**config.mk**
```make
export PLATFORM = sky130hd
export DESIGN_NAME = acc_datapath
export DESIGN_NICKNAME = d
export VERILOG_FILES = /design/src/rtl/acc_datapath.sv
export SDC_FILE = /design/constraint.sdc
export NUM_CORES = 1
export LEC_CHECK = 0
export CAP_MARGIN = 5
export CORE_MARGIN = 10
export CORE_UTILIZATION = 43
export CTS_CLUSTER_SIZE = 28
export DETAILED_ROUTE_END_ITERATION = 10
export GPL_TIMING_DRIVEN = 0
export PLACE_DENSITY_LB_ADDON = 0.15
export SYNTH_ARGS = -nofsm -noshare
export SYNTH_HDL_FRONTEND = slang
export SYNTH_SLANG_ARGS = --single-unit
```
**constraint.sdc**
```tcl
create_clock -name clk -period 2.93 [get_ports clk]
set_input_delay 0.7325 -clock clk [delete_from_list [all_inputs] [get_ports clk]]
set_output_delay 0.7325 -clock clk [all_outputs]
set_load 0.01 [all_outputs]
```
**src/rtl/acc_datapath.sv**
```systemverilog
// acc_datapath: multicycle accumulator CPU datapath (PC, IR, MDR, AC, OPR, ALUR, flags, memory port)
module acc_datapath #(
    parameter int DATA_W   = 8,
    parameter int ADDR_W   = 8,
    parameter int PC_RESET = 0
) (
    input  logic              clk,
    input  logic              rst,
    input  logic              pcWrite,
    input  logic              memAddressSel,
    input  logic              ACdataSel,
    input  logic              IRwriteSel,
    input  logic              memRead,
    input  logic              irWrite,
    input  logic              ACwrite,
    input  logic              ACread,
    input  logic              memWrite,
    input  logic [2:0]        ALUcommand,
    output logic [3:0]        upcode,
    output logic [ADDR_W-1:0] mem_addr,
    output logic              mem_rd,
    output logic              mem_wr,
    output logic [DATA_W-1:0] mem_wdata,
    input  logic [DATA_W-1:0] mem_rdata,
    output logic [DATA_W-1:0] ac_out,
    output logic [ADDR_W-1:0] pc_out,
    output logic              carry,
    output logic              zero
);
    logic [ADDR_W-1:0] pc, ir_addr;
    logic [3:0]        ir_op;
    logic [DATA_W-1:0] mdr, ac, opr, alur, alu_y;
    logic [DATA_W:0]   sum, diff;
    logic              alu_c, alu_cu;

    assign mem_addr  = memAddressSel ? ir_addr : pc;
    assign mem_wr    = memWrite;
    assign mem_rd    = memRead & ~memWrite;
    assign mem_wdata = opr;
    assign upcode    = ir_op;
    assign ac_out    = ac;
    assign pc_out    = pc;
    assign zero      = ac == '0;

    assign sum  = {1'b0, opr} + {1'b0, mdr};
    assign diff = {1'b0, opr} - {1'b0, mdr};

    // SUB carry is the inverted borrow out of the extended subtraction
    always_comb begin
        alu_cu = ALUcommand == 3'd0 || ALUcommand == 3'd2;
        alu_c  = ALUcommand == 3'd0 ? sum[DATA_W] : ~diff[DATA_W];
        alu_y  = opr;
        case (ALUcommand)
            3'd0: alu_y = sum[DATA_W-1:0];
            3'd1: alu_y = opr & mdr;
            3'd2: alu_y = diff[DATA_W-1:0];
            3'd3: alu_y = opr | mdr;
            3'd4: alu_y = opr ^ mdr;
            3'd5: alu_y = mdr;
            3'd6: alu_y = ~opr;
            default: alu_y = opr;
        endcase
    end

    always_ff @(posedge clk or posedge rst) begin
        if (rst) begin
            pc      <= ADDR_W'(PC_RESET);
            ir_op   <= '0;
            ir_addr <= '0;
            mdr     <= '0;
            ac      <= '0;
            opr     <= '0;
            alur    <= '0;
            carry   <= 1'b0;
        end else begin
            if (pcWrite) pc <= pc + ADDR_W'(1);
            if (irWrite && !IRwriteSel) ir_op <= mem_rdata[DATA_W-1 -: 4];
            if (irWrite && IRwriteSel) ir_addr <= mem_rdata[ADDR_W-1:0];
            if (mem_rd) mdr <= mem_rdata;
            if (ACread) opr <= ac;
            if (ACwrite) ac <= ACdataSel ? alur : mdr;
            if (!ACwrite) alur <= alu_y;
            if (!ACwrite && alu_cu) carry <= alu_c;
        end
    end
endmodule

```
==> metrics.yaml <==
clock_latency_ns: 0.30
cts_resized: 5
synth_area_leaders: "dfrtp_1 38%, ha_1 8.9%, mux2_2 6.8%"
routedWlPerCell_um: 18.6
gr-usage-met2_pct: 26.2
ys_seq_area_share_pct: 37.9
p_comb_share_pct: 43.8
slew_headroom_pct: 57.5
layout_commonest_cell: "clkdlybuf4s50_1"
drt_pre_antenna_iters: 5
die-area_um2: 12100
max_freq_mhz: 364
cts_hold_buf: 0
yosys_warnings: 0
num-nets-final: 482
p_int_mw: 1.77
drc_errors: 0
fin_crit_sh_pct: 93.8
power.density_nw_per_um2: 641
hold_viol: 0
areaGrowthSynthToFinish_pct: 23.4
vdd_ir_drop_max_mv: 0.360
vias_per_cell: 5.57
finalWorstPathRequiredPeriod_ns: 2.75
post_cts_buffers: 0
power.switching_mw: 0.999
endpoint_kind: "output pin"
cp-start-kind: "register"
synth_cell_types: 52
place.gp.congestion: 0.862
syn_inst: 369
layout-drive-gt1-share_pct: 12.0
rsz0062_at_grt: "no"
p_total_mw: 2.77
start_util_pct: 44.8
grt_pass1_vias: 2940
ff2ff_path_depth: 9
diodes: 0
hold_class: "reg -> reg"
syn_area_per_cell_um2: 9.47
critical_path_class: "reg -> out"
worstHoldEndpoint: "alur[1]"
drv_cap: 0
crit_arrival_ns: 2.02
yosysTopAreaCell: "dfrtp_1"
syn_area_um2: 3500
drtIter0Drc: 246
grt_use_total_pct: 16.3
cts_htree_levels: 2
antenna_found_initial: 0
stdcell_area_um2: 4310
overflow: 0
ys_seq_elements: 53
clockBufferDepth: 2
final_cell_mix: "55 x clkdlybuf4s50_1, 53 x dfrtp_1, 35 x nand2_1, 30 x nor2_1"
tns_ns: 0
busiest_layer: "met2"
num_rows: 32
grt_use_met3_pct: 4.06
synth_top_cell_area_share_pct: 37.9
clock_sinks: 53
r2r-end: "alur[6]"
report.final.slew_viol_count: 0
io_buffers: 56
ant_nets: 0
synth_edf_count: 0
dp.cells: 528
reg2reg_slack_ns: 0.46
fp.dieH_um: 110
p_clk_share_pct: 17.4
hpwl_um: 7800
async_flop_share_pct: 100
swShare_pct: 36.1
fillers: 745
max_slew.worst_pin.slew_ns: 0.637
syn-num-nets: 418
die_w_um: 110
finClkSkew_ns: 0.00617
grt_pass1_wl_um: 15700
required_ns: 2.20
place_area_um2: 4200
wl_um: 9930
instances_no_fill: 535
holdPathStages: 2
synth_flop_cell: "dfrtp_1"
seq_power_share_pct: 38.8
cts-root-buf: "clkbuf_8"
vias: 2982
grtUsageMet1_pct: 22.4
cts_tree: "done"
pin_count: 62
cts-buffers-inserted: 5
hp-start: "alur[1]"
grt_max_degree: 37
run_status: "finished, final reports clean"
finalSetupViolations: 0
core_area_um2: 7810
utilization_pct: 55.3
p_leak_nw: 1.91
reg2reg_from: "mem_wdata[4]"
path_max_fanout: 4
clk_pin_slew_worst_paths_ns: 0.09
cells in the mapped netlist, types with 2 or more instances:
master and count:
mux2i_1 11, or4_1 2, xnor2_1 9, buf_2 5
a2111oi_0 2, nor2b_1 5, a221oi_1 2, mux4_2 4
nand4_1 4, o31ai_1 2, o211ai_1 2, a221o_1 2
nand2_1 35, xor2_1 4, o211a_1 2, inv_1 26
a21o_1 4, nand2b_1 4, o221ai_1 2, nor2_1 30
ha_1 25, nand3_1 4, a21oi_1 28, a31oi_1 2
o22ai_1 7, buf_6 3, o21ai_0 28, o21bai_1 2
clkbuf_1 9, buf_4 4, dfrtp_1 53, mux2_2 21
a211oi_1 2, nor3_1 5, fa_1 2
per-layer routing:
metal / up-vias / wire [um]
met4: 0 / 63
li1: 1422 / -
met2: 109 / 4560
met5: - / 0
met3: 8 / 671
met1: 1443 / 4640
logic make-up (layout without fill, tap and decap cells):
family	count (synthesis)	after routing	share of synthesized area [%]
compound gates	97	97	17.4
fa+ha+maj	27	27	10.1
mux	36	36	12.5
xor+xnor	13	13	3.26
simple gates	95	95	12.4
buf+inv	48	112	6.41
flops	53	53	37.9
critical path: stages (launching register included):
cell             delay [ns]
dfrtp_1                0.43
or4_1                  0.60
nor2_1                 0.13
clkdlybuf4s50_1        0.55
registers in the layout, indices dropped and copies added (netlist names):
register / count
upcode: 4
mem_wdata: 8
ir_addr: 8
mdr: 8
ac_out: 8
carry: 1
pc_out: 8
alur: 8
worst max path at each step:
stage / cells after the start / start / slack, ns / end
4_1_cts: 3 / ac_out[0] / 0.17 / zero
3_5_place_dp: 5 / memRead / -0.42 / mem_rd
5_1_grt: 5 / memRead / 0.08 / mem_rd
3_3_place_gp: 5 / memRead / -0.42 / mem_rd
6_report: 3 / ac_out[0] / 0.18 / zero
2_1_floorplan: 2 / memAddressSel / 0.80 / mem_addr[0]
per-stage QoR:
stage | hold WS, ns | setup WS, ns
after floorplan | 0.453 | 0.804
after global placement | 0.473 | -0.423
after detailed placement | 0.485 | -0.420
after CTS | 0.508 | 0.172
after global routing | 0.524 | 0.0795
final | 0.506 | 0.181
power by group through the flow:
stage	sequential (mW)	clock (mW)	combinational (mW)
after floorplan	1.08	0	0.688
after global placement	1.08	0	1.20
after detailed placement	1.09	0	1.21
after CTS	1.07	0.493	1.22
after global routing	1.10	0.519	1.33
final	1.07	0.482	1.21
cell type report:
type | instances | area (um^2) | share of cell area [%]
Multi-Input combinational cell | 268 | 1950 | 45.1
Sequential cell | 53 | 1330 | 30.7
Timing Repair Buffer | 57 | 579 | 13.4
Buffer | 21 | 130 | 3.02
Tap cell | 102 | 128 | 2.96
Inverter | 27 | 101 | 2.35
Clock buffer | 5 | 68.8 | 1.60
Clock inverter | 2 | 35.0 | 0.812
Power figures use the tool's default switching activity.
